`src/rtl/mux4way16_rr.sv`:
```
`default_nettype none
// ============================================================================
// Module      : mux4way16_rr
// Description : Four-channel, 16-bit round-robin merge onto one registered
//               output stage with valid/ready handshaking on every port and
//               a running count of accepted words.
// Revision    : 1.0 - initial release
// ============================================================================
module mux4way16_rr (
    input  logic        clk,
    input  logic        reset,
    input  logic [15:0] a,
    input  logic [15:0] b,
    input  logic [15:0] c,
    input  logic [15:0] d,
    input  logic [3:0]  valid,
    output logic [3:0]  ready,
    output logic [15:0] out,
    output logic [1:0]  sel,
    output logic        out_valid,
    input  logic        out_ready,
    output logic [15:0] count
);

    // Channel index that currently holds the highest priority.
    logic [1:0]  r_ptr;

    // Output register contents and the transfer counter.
    logic [15:0] r_out;
    logic [1:0]  r_sel;
    logic        r_out_valid;
    logic [15:0] r_count;

    // Arbitration results for the current cycle.
    logic        w_found;
    logic [1:0]  w_gidx;
    logic [1:0]  w_scan;
    logic        w_free;
    logic        w_accept;
    logic [15:0] w_gdata;

    // The register can take a new word if it is empty or is being drained
    // this very cycle, which gives one word per cycle with no bubble.
    assign w_free = !r_out_valid || out_ready;

    // Scan the requests starting at the pointer and wrapping past channel 3.
    always_comb begin
        w_found = 1'b0;
        w_gidx  = 2'b00;
        w_scan  = 2'b00;
        for (int k = 0; k < 4; k++) begin
            w_scan = r_ptr + k[1:0];
            if (!w_found && valid[w_scan]) begin
                w_found = 1'b1;
                w_gidx  = w_scan;
            end
        end
    end

    // Reset gates the grant so that ready reads all-zero while reset is held,
    // even though the register looks free at that point.
    assign w_accept = w_found && w_free && !reset;

    // One-hot accept towards the granted source; at most one bit is ever set.
    always_comb begin
        ready = 4'b0000;
        if (w_accept) begin
            ready = 4'b0001 << w_gidx;
        end
    end

    // Select the data word of the granted channel.
    always_comb begin
        w_gdata = a;
        case (w_gidx)
            2'd0:    w_gdata = a;
            2'd1:    w_gdata = b;
            2'd2:    w_gdata = c;
            default: w_gdata = d;
        endcase
    end

    // Output stage, pointer and counter; a grant always wins over a drain
    // so a simultaneous input and output transfer simply replaces the word.
    always_ff @(posedge clk or posedge reset) begin
        if (reset) begin
            r_ptr       <= 2'b00;
            r_out       <= 16'h0000;
            r_sel       <= 2'b00;
            r_out_valid <= 1'b0;
            r_count     <= 16'h0000;
        end else if (w_accept) begin
            r_ptr       <= w_gidx + 2'd1;
            r_out       <= w_gdata;
            r_sel       <= w_gidx;
            r_out_valid <= 1'b1;
            r_count     <= r_count + 16'd1;
        end else if (out_ready) begin
            r_out_valid <= 1'b0;
        end
    end

    assign out       = r_out;
    assign sel       = r_sel;
    assign out_valid = r_out_valid;
    assign count     = r_count;

endmodule
`default_nettype wire

```
`config.mk`:
```
export PLATFORM = sky130hd
export DESIGN_NAME = mux4way16_rr
export DESIGN_NICKNAME = d
export VERILOG_FILES = /design/src/rtl/mux4way16_rr.sv
export SDC_FILE = /design/constraint.sdc
export NUM_CORES = 1
export LEC_CHECK = 0
export ABC_AREA = 1
export CORE_UTILIZATION = 43
export DETAILED_ROUTE_END_ITERATION = 7
export PLACE_DENSITY = 0.92
export RECOVER_POWER = 50
export REMOVE_ABC_BUFFERS = 1
export SLEW_MARGIN = 20
export SYNTH_ARGS = -nofsm -noshare
export SYNTH_HDL_FRONTEND = slang
export SYNTH_SLANG_ARGS = --single-unit
```
`constraint.sdc`:
```
create_clock -name clk -period 3 [get_ports clk]
set_input_delay 0.3 -clock clk [delete_from_list [all_inputs] [get_ports clk]]
set_output_delay 0.3 -clock clk [all_outputs]
set_load 0.005 [all_outputs]
```
==> summary.txt, run 1 <==
Outcome
  – Status: finished clean

Pwr
  – Peak supply drop: 672 uV
  – Pwr/cell area: 1110 nW/um^2
  – Leak: 1.70 nW
  – Tot Pwr: 0.00422 W

Drt
  – Routed len/inst: 13.6 um
  – Vias: 2705
  – ANT nets after route: 0
  – Initial DRC count: 130
  – 1st-pass router iterations: 5
  – Routed wire length: 7080 um
  – # DRC: 0
  – Vias/cell: 5.19

Clock tree
  – Clock-pin slew on the worst setup and hold paths: 70 ps
  – Root Buffer: clkbuf_8
  – CTS tree: yes
  – Worst skew pair latency: 290 ps
  – Max clock buf depth: 2
  – Clock H-tree levels: 2
  – Clock sinks: 37
  – Total CTS buffers: 5

STA
  – Final Max Tran Viols: 0
  – FMAX: 341 MHz
  – Tmin final: 2930 ps
  – Slew margin rel.: 0.670
  – Final Skew: 6.83 ps
  – Total Neg Setup Slack: 0 ps
  – Final hold vios: 0
  – Endpoints failing setup: 0
  – Tightest Pin Transition: 496 ps
  – RSZ-0062 raised after global routing: false
  – Final Cycle Share: 0.978

Final layout
  – Register area: 927 um^2
  – # fillers: 474
  – # diodes: 0
  – Final cell count without fillers: 521
  – Layout cells sized above 1: 0.122
  – Multi-input gate area: 1430 um^2
  – Synthesis-to-finish area growth: 47.0%
  – Final Util: 0.673
  – Final nets: 525

Critical path
  – Arrival time worst endpoint: 2630 ps
  – Critical path fanouts, max: 6
  – Most frequent CP cell: nand2_2
  – Slowest cell delay on critical path: 530 ps
  – Crit-path slowest cell: clkdlybuf4s50_1
  – Reg2reg start: r_ptr[0]$_DFFE_PP0P_
  – Req. time, crit path: 2700 ps
  – CP Class: register to output port
  – Worst setup path start: r_ptr[0]$_DFFE_PP0P_
  – Critical Path, Cell by Cell: buf_4 > nand2_1 > nand2_2 > o21ai_0 > nand3_1 > nand3_2 > nand2_2 > inv_2 > ha_1 > inv_1 > nor2_1 > clkdlybuf4s50_1
  – Critical path launch point type: register
  – Critical Path End Type: output port

Global routing
  – Vias in the first global route: 2563
  – Grt ovf: 0
  – Gr usage total: 0.230
  – Largest net degree at the start of global routing: 39
  – First-pass GRT wire length: 11400 um
  – Initial antenna violation count: 0

Placement
  – IO Port Bufs: 109
  – Gpl congestion: 0.898
  – Placed cells: 511
  – Final HPWL DP: 5520 um

Die
  – Vert. Die Dim: 79.5 um
  – Die X: 79.5 um
  – Core area: 5640 um^2
  – Std cell rows: 27
  – Die ar.: 6320 um^2
  – Ports: 110
  – Initial core utilization: 0.458

Synth
  – Synth Register Bits: 37
  – Post-synth cell types: 27
  – Post-synthesis sequential area ratio: 0.359
  – Mean Syn Cell Area: 7.57 um^2
  – Post-Syn Area: 2580 um^2
  – Share of the synthesized area in the top cell type: 0.359
  – Yosys warns: 0
  – Post-Synthesis Cells: 341
  – Synth area leader: dfrtp_1
  – Largest cells by area after synthesis: dfrtp_1 (36%), nand2_1 (14%), nand3_1 (6.2%)

Run
  – Max-Cap Viols: 0

Min path
  – Hold_sp: out[8]$_DFFE_PP0P_
  – Hold Path Class: register to register
stage by stage:
step	cell area, um^2	worst slack [ps]	hold WS [ps]
final	3800	66.3	485
after global routing	3800	2.62	516
after CTS	3760	26.0	496
after global placement	3680	196	471
after detailed placement	3680	75.2	480
after floorplan	2450	564	473
logic make-up after synthesis:
| family | synth area share |
|---|---|
| fa+ha+maj | 0.0291 |
| flops | 0.359 |
| buf+inv | 0.0935 |
| xor+xnor | 0.0509 |
| simple gates | 0.324 |
| compound gates | 0.144 |
area by class of cell:
type	count	share of cell area
clock inverter	2	0.00264
multi-input combinational	259	0.376
sequential	37	0.244
tap	72	0.0237
timing repair buffer	117	0.305
inverter	28	0.0297
clock buffer	6	0.0191
final timing paths:
path | end | slack [ps] | depth (start not counted)
max | ready[3] | 70 | 12
min | out[8]$_DFFE_PP0P_ | 480 | 2
max reg2reg | out[7]$_DFFE_PP0P_ | 370 | 12
min reg2reg | out[8]$_DFFE_PP0P_ | 480 | 2
max in group asynchronous | r_ptr[0]$_DFFE_PP0P_ | 1960 | 3
min in group asynchronous | count[11]$_DFFE_PP0P_ | 670 | 3
state kept, by name (all words and copies together) (netlist names):
signal and flops:
sel 2, out_valid 1, r_ptr 2, out 16, count 16
routing by layer:
layer  vias up  global-route usage  wire length [um]
li1       1317                   -                 -
met1      1275               0.251              2700
met2       102               0.443              3810
met3        11              0.0549               511
met4         0              0.0455                58
met5         -                   0                 0
worst max-delay path, delay by kind of cell, from the launching register on:
kind                     cells  cell delay, ps
flip-flops                   1             480
AO/OA/AOI/OAI                1             250
buffers and inverters        4             840
AND/OR/NAND/NOR              6             660
adder cells (fa/ha/maj)      1             140
synthesized netlist by cell type, drive strengths merged:
| cell | number |
|---|---|
| nand2 | 114 |
| o21ai | 50 |
| dfrtp | 37 |
| nand3 | 35 |
| inv | 28 |
| a21oi | 16 |
| nor2 | 14 |
| clkbuf | 9 |
| buf | 8 |
| xor2 | 8 |
| xnor2 | 7 |
| ha | 6 |
| nor3 | 5 |
| nand4 | 3 |
| nand3b | 1 |
power by group:
part | total (W) | switching [W] | internal (W) | leakage, nW
registers | 0.000905 | 0.000188 | 0.000717 | 0.475
clock network | 0.000335 | 0.000174 | 0.000161 | 0.0450
logic | 0.00298 | 0.00171 | 0.00127 | 1.18
cells in the final DEF, fill, tap and decap left out, types with 2 or more instances in the layout:
| cell | instances |
|---|---|
| o21ai_1 | 22 |
| nor3_1 | 5 |
| dlymetal6s2s_1 | 2 |
| clkinv_2 | 2 |
| nand3_4 | 2 |
| nand2_2 | 13 |
| clkbuf_8 | 5 |
| ha_1 | 6 |
| nand2_4 | 5 |
| a21oi_1 | 16 |
| dfrtp_1 | 36 |
| buf_4 | 8 |
| xnor2_1 | 7 |
| nor2_8 | 2 |
| dlygate4sd3_1 | 20 |
| xor2_1 | 8 |
| clkdlybuf4s50_1 | 87 |
| nand4_1 | 3 |
| nand3_2 | 3 |
| nand3_1 | 30 |
| inv_1 | 24 |
| o21ai_2 | 11 |
| o21ai_0 | 17 |
| inv_2 | 2 |
| nand2_1 | 96 |
| nor2_1 | 12 |
what timing repair did:
action	in CTS	in global routing
buffers inserted	0	2
resized for setup	1	8
setup endpoints to repair	4	4
hold buffers	0	0
No activity file was read; power rests on OpenSTA's default activity.
==> run 2, diff against run 1 <==
- CORE_UTILIZATION: 43 -> 44
- CTS_BUF_LIST: default -> sky130_fd_sc_hd__clkbuf_2
- PLACE_DENSITY: 0.92 -> 0.94
==> summary.txt, run 2 (synthesis gave the netlist of run 1 again) <==
STA
  – Worst hold slack: 508 ps (+23.8 ps)
  – Tightest Pin Transition: 497 ps (+1.24 ps)
  – Final Cycle Share: 0.921 (-0.0567)
  – Total Neg Setup Slack: 0 ps (unchanged)
  – RSZ-0062 raised after global routing: false
  – Final hold vios: 0 (unchanged)
  – Tmin final: 2760 ps (-170 ps)
  – Final Skew: 13.1 ps (+6.25 ps)
  – FMAX: 362 MHz (+6.2%)
  – Slew margin rel.: 0.669 (-0.000823)
  – Endpoints failing setup: 0 (unchanged)
  – Final Max Tran Viols: 0 (unchanged)

Final layout
  – # diodes: 0 (unchanged)
  – Synthesis-to-finish area growth: 47.5%
  – # fillers: 442 (-6.8%)
  – Commonest non-fill, non-tap cell in the layout: nand2_1
  – Most frequent cells in the layout: nand2_1 (96), clkdlybuf4s50_1 (86), dfrtp_1 (36)
  – Layout cells sized above 1: 0.129 (+0.00668)
  – Design area: 3810 um^2 (+0.36%)
  – Final nets: 525 (unchanged)

Critical path
  – Arrival time worst endpoint: 2460 ps (-170 ps)
  – Critical Path, Cell by Cell: clkdlybuf4s18_2 > nand2_1 > nand2_2 > nand2_4 > nand2_4 > nor2_8 > nand3_1 > nand3_2 > nand2_2 > inv_2 > ha_1 > inv_1 > nor2_1 > clkdlybuf4s15_1
  – Critical path buffer and inverter count: 4 (unchanged)
  – Crit-path slowest cell: dfrtp_2
  – Critical path launch point type: register
  – Critical Path End Type: output port
  – Slowest cell delay on critical path: 440 ps (-90 ps)
  – Reg2Reg Setup Slack: 360 ps (about the same)
  – Worst flop-to-flop path endpoint: out[12]$_DFFE_PP0P_
  – CP Class: register to output port
  – Worst Reg2Reg Path Length in Cells: 14 (+2)
  – Crit-path leading delay family: simple AND/OR/NAND/NOR gates
  – Req. time, crit path: 2700 ps (about the same)
  – Worst setup path start: r_ptr[0]$_DFFE_PP0P_
  – Critical path fanouts, max: 5 (-1)
  – Critical path depth in cells: 14 (+2)
  – Reg2reg start: r_ptr[0]$_DFFE_PP0P_

Clock tree
  – Clock-pin slew on the worst setup and hold paths: 200 ps (+130 ps)
  – Root Buffer: clkbuf_2
  – Worst skew pair latency: 390 ps (+100 ps)
  – Max clock buf depth: 2 (unchanged)
  – Clock sinks: 37 (unchanged)
  – # hold bufs at CTS: 0 (unchanged)
  – CTS tree: yes
  – Clock H-tree levels: 2 (unchanged)
  – Total CTS buffers: 5 (unchanged)

Global routing
  – Initial antenna violation count: 0 (unchanged)
  – First-pass GRT wire length: 11300 um (-1.5%)
  – GR Util met3: 0.0628 (+0.00793)
  – Met2 Use GR: 0.417 (-0.0262)
  – Vias in the first global route: 2520 (-1.7%)
  – Gr usage total: 0.234 (+0.00418)
  – Largest net degree at the start of global routing: 39 (unchanged)
  – Global routing's busiest layer: met2
  – Met1 usage: 0.266 (+0.0146)
  – Grt ovf: 0 (unchanged)

Die
  – Core area: 5570 um^2 (-1.2%)
  – Ports: 110 (unchanged)
  – Std cell rows: 27 (unchanged)
  – Initial core utilization: 0.463 (+0.00555)
  – Die ar.: 6180 um^2 (-2.2%)
  – Vert. Die Dim: 78.6 um (-1.1%)
  – Die X: 78.6 um (-1.1%)

Drt
  – Vias/cell: 5.14 (-0.92%)
  – 1st-pass router iterations: 4 (-1)
  – Routed wire length: 6970 um (-1.6%)
  – Vias: 2680 (-0.92%)
  – Initial DRC count: 118 (-9.2%)
  – Routed len/inst: 13.4 um (-1.6%)
  – # DRC: 0 (unchanged)
  – ANT nets after route: 0 (unchanged)

Pwr
  – Peak supply drop: 613 uV (-8.8%)
  – Leak: 1.71 nW (+0.45%)
  – Pwr/cell area: 1110 nW/um^2 (about the same)

Outcome
  – Status: finished clean

Placement
  – Final HPWL DP: 5380 um (-2.5%)
  – DP Area: 3670 um^2 (-0.20%)
  – IO Port Bufs: 109 (unchanged)
  – Gpl congestion: 0.914 (+1.8%)

Run
  – Max-Cap Viols: 0 (unchanged)

Min path
  – Hold path depth: 3 (+1)
  – Hold Path Sink: out[4]$_DFFE_PP0P_
  – Hold_sp: d[4]
  – Hold Path Class: input pin to register
run 2: metrics by stage:
step / worst slack [ps] / instances / util / total power, W
after global routing: 17.5 / 521 / 0.684 / 0.00466
final: 236 / 521 / 0.684 / 0.00423
after detailed placement: -142 / 510 / 0.659 / 0.00384
after floorplan: 564 / 324 / - / 0.00277
after global placement: 12.2 / 510 / 0.659 / 0.00373
after CTS: -7.61 / 520 / 0.681 / 0.00428
run 2: report_power, final:
part | internal (W) | switching [W] | total (W)
registers | 0.000713 | 0.000168 | 0.000881
logic | 0.00128 | 0.00168 | 0.00296
clock network | 0.000223 | 0.000170 | 0.000393
run 2: worst max-delay path by stage:
stage                                      to
after floorplan            out[0]$_DFFE_PP0P_
after global placement     out[7]$_DFFE_PP0P_
after detailed placement  out[12]$_DFFE_PP0P_
after CTS                            ready[0]
after global routing                 ready[2]
final                                ready[2]
run 2: layout make-up:
cell class / instances / area [um^2] / area share
Multi-Input combinational cell: 259 / 1430 / 0.376
Timing Repair Buffer: 117 / 1160 / 0.304
Sequential cell: 37 / 927 / 0.243
Inverter: 28 / 113 / 0.0296
Tap cell: 72 / 90.1 / 0.0236
Clock inverter: 3 / 65.1 / 0.0171
Clock buffer: 5 / 25.0 / 0.00657
run 2: worst reg2reg max path, delay by kind of cell, from the launching register on:
family                   cells  cell delay (ps)
AO/OA/AOI/OAI                2              350
flip-flops                   1              440
adder cells (fa/ha/maj)      1              380
buffers and inverters        3              630
AND/OR/NAND/NOR              8              750
run 2: per-layer routing:
| layer | vias to the layer above | wire length, um |
|---|---|---|
| met5 | - | 0 |
| met4 | 0 | 165 |
| met3 | 19 | 533 |
| met2 | 121 | 3550 |
| met1 | 1211 | 2720 |
| li1 | 1329 | - |
run 2: repair_timing:
item,CTS,global route
endpoints found under the setup margin,7,19
buffers inserted,2,1
cloned,0,0
resized for setup,8,6
pin swaps,0,1
==> run 3, diff against run 2 <==
- CORE_MARGIN: default -> 3
- GPL_TIMING_DRIVEN: default -> 0
==> summary.txt, run 3 (synthesis gave the netlist of run 1 again) <==
Critical path
  – Crit-path slowest cell: dfrtp_2
  – Reg2Reg Setup Slack: 300 ps (-60 ps)
  – Req. time, crit path: 2700 ps (about the same)
  – Critical path fanouts, max: 5 (unchanged)
  – Critical Path, Cell by Cell: buf_12 > buf_4 > o21ai_0 > nand2_1 > o21ai_2 > nand3_4 > nand3_4 > inv_2 > ha_1 > inv_1 > nor2_1 > dlygate4sd2_1
  – Critical path launch point type: register
  – Worst Reg2Reg Path Length in Cells: 14 (unchanged)
  – Critical path depth in cells: 12 (-2)
  – Worst flop-to-flop path endpoint: out[12]$_DFFE_PP0P_
  – Crit path to: ready[3]
  – Reg2reg start: r_ptr[0]$_DFFE_PP0P_
  – Worst setup path start: r_ptr[0]$_DFFE_PP0P_
  – Arrival time worst endpoint: 2490 ps (+30 ps)
  – Critical Path End Type: output port
  – Crit-path leading delay family: buffers and inverters
  – Slowest cell delay on critical path: 460 ps (+20 ps)
  – Critical path buffer and inverter count: 5 (+1)
  – CP Class: register to output port
  – Most frequent CP cell: nand3_4

Clock tree
  – Total CTS buffers: 5 (unchanged)
  – Max clock buf depth: 2 (unchanged)
  – Worst skew pair latency: 380 ps (about the same)
  – CTS tree: yes
  – Clock-pin slew on the worst setup and hold paths: 190 ps (about the same)
  – Root Buffer: clkbuf_2
  – Clock sinks: 37 (unchanged)
  – Clock H-tree levels: 2 (unchanged)

Die
  – Std cell rows: 27 (unchanged)
  – Die X: 82.6 um (+5.1%)
  – Core area: 5610 um^2 (+0.61%)
  – Ports: 110 (unchanged)
  – Vert. Die Dim: 82.6 um (+5.1%)
  – Initial core utilization: 0.461 (-0.00279)
  – Die ar.: 6820 um^2 (+10%)

Pwr
  – Peak supply drop: 662 uV (+8.0%)
  – Clock power share: 0.051 (-0.042)
  – Switching Fraction: 0.504 (+0.0268)
  – Pint: 0.00214 W (-3.5%)
  – Flop pwr share: 0.207 (about the same)
  – Leak: 1.73 nW (+1.3%)
  – Tot Pwr: 0.00431 W (+1.7%)
  – Logic pwr share: 0.741 (+0.042)
  – Pwr/cell area: 1120 nW/um^2 (+0.58%)
  – Switching pwr: 0.00217 W (+7.4%)

Drt
  – Initial DRC count: 144 (+22%)
  – # DRC: 0 (unchanged)
  – Routed len/inst: 14.2 um (+6.3%)
  – ANT nets after route: 0 (unchanged)
  – Routed wire length: 7450 um (+6.9%)
  – 1st-pass router iterations: 4 (unchanged)
  – Vias/cell: 5.14 (about the same)
  – Vias: 2694 (+0.52%)

Final layout
  – Layout cells sized above 1: 0.139 (+0.0102)
  – Design area: 3850 um^2 (+1.1%)
  – # fillers: 458 (+3.6%)
  – Commonest non-fill, non-tap cell in the layout: nand2_1
  – # diodes: 0 (unchanged)
  – Final nets: 528 (+0.57%)
  – Most frequent cells in the layout: nand2_1 (96), clkdlybuf4s50_1 (86), dfrtp_1 (36)
  – Synthesis-to-finish area growth: 49.2%

STA
  – Tightest Pin Transition: 550 ps (+52.8 ps)
  – Final Skew: 11.3 ps (-1.76 ps)
  – Tmin final: 2790 ps (+24.8 ps)
  – FMAX: 359 MHz (-0.89%)
  – RSZ-0062 raised after global routing: false
  – Endpoints failing setup: 0 (unchanged)
  – Worst hold slack: 348 ps (-161 ps)
  – Slew margin rel.: 0.633 (-0.0356)
  – Final Cycle Share: 0.929 (+0.00825)
  – Final hold vios: 0 (unchanged)
  – Final Max Tran Viols: 0 (unchanged)

Outcome
  – Status: finished clean

Placement
  – Final HPWL DP: 5280 um (-1.9%)
  – DP Area: 3650 um^2 (-0.48%)
  – Gpl congestion: 0.920 (+0.60%)
  – IO Port Bufs: 109 (unchanged)

Global routing
  – Gr usage total: 0.217 (-0.0169)
  – Vias in the first global route: 2517 (-0.12%)
  – Grt ovf: 0 (unchanged)
  – Initial antenna violation count: 0 (unchanged)
  – Largest net degree at the start of global routing: 31 (-21%)
  – First-pass GRT wire length: 11500 um (+2.0%)

Min path
  – Hold Path Class: input pin to asynchronous set/reset pin

Run
  – Max-Cap Viols: 0 (unchanged)
==> run 3: cell count changes in the layout (fill, tap and decap cells not counted), moves of 2 or more <==
cell | previous run | this run
bufinv_16 | 2 | 0
ha_1 | 4 | 2
ha_4 | 0 | 3
buf_12 | 0 | 2
o21ai_0 | 16 | 18
o21ai_1 | 23 | 21
==> run 3: what timing repair did <==
item | CTS | global route
gates cloned | 1 | 0
buffers inserted | 8 | 1
gates resized for setup | 14 | 6
pin swaps | 2 | 0
setup endpoints to repair | 20 | 19
hold buffers | 0 | 0
==> run 3: per-layer routing <==
metal | track usage | up-vias | share of wire
met2 | 0.389 | 123 | 0.52
met1 | 0.253 | 1231 | 0.38
li1 | - | 1329 | -
met4 | 0.0539 | 0 | 0.0087
met3 | 0.0629 | 11 | 0.089
met5 | 0 | - | 0
==> run 3: worst min-delay path by stage <==
stage          slack [ps]                     to  depth (start not counted)                 from
2_1_floorplan         470     sel[1]$_DFFE_PP0P_                          2   sel[1]$_DFFE_PP0P_
3_3_place_gp          470    out[10]$_DFFE_PP0P_                          2  out[10]$_DFFE_PP0P_
3_5_place_dp          480     out[2]$_DFFE_PP0P_                          2   out[2]$_DFFE_PP0P_
4_1_cts               150  count[15]$_DFFE_PP0P_                          2                reset
5_1_grt               370  count[15]$_DFFE_PP0P_                          2                reset
6_report              350  count[15]$_DFFE_PP0P_                          2                reset
==> run 3: final cells by class <==
cell class              count  area [um^2]  area share
flip-flops and latches     37          927       0.241
well taps                  72         90.1      0.0234
clock buffers               5         25.0     0.00650
clock inverters             3         12.5     0.00325
multi-input cells         260         1490       0.387
repair buffers            119         1190       0.310
inverters                  28          113      0.0292
==> run 3: through the flow <==
| step | TNS (ps) | worst slack (ps) | cells | util |
|---|---|---|---|---|
| after floorplan | 0 | 564 | 324 | - |
| after global placement | -6650 | -851 | 505 | 0.648 |
| after detailed placement | -4490 | -373 | 506 | 0.652 |
| after CTS | 0 | 10.9 | 523 | 0.683 |
| after global routing | 0 | 73.9 | 524 | 0.687 |
| final | 0 | 212 | 524 | 0.687 |
==> run 3: power by group through the flow <==
stage / Combinational, W / Sequential [W] / Clock (W)
5_1_grt: 0.00356 / 0.000925 / 0.000248
6_report: 0.00319 / 0.000892 / 0.000221
4_1_cts: 0.00322 / 0.000894 / 0.000229
2_1_floorplan: 0.00187 / 0.000903 / 0
3_5_place_dp: 0.00288 / 0.000923 / 0
3_3_place_gp: 0.00278 / 0.000910 / 0
==> run 3: worst register-to-register path, stage by stage, from the launching register on <==
cell     delay (ps)
dfrtp_2         460
buf_12          140
inv_8            70
nand2_2          50
nand3_1         100
nand2_2         110
nor2_8          150
nand3_1         120
nand3_2         110
nand2_2          90
inv_2           100
ha_2            420
inv_1           320
o21ai_0         260
o21ai_1          90
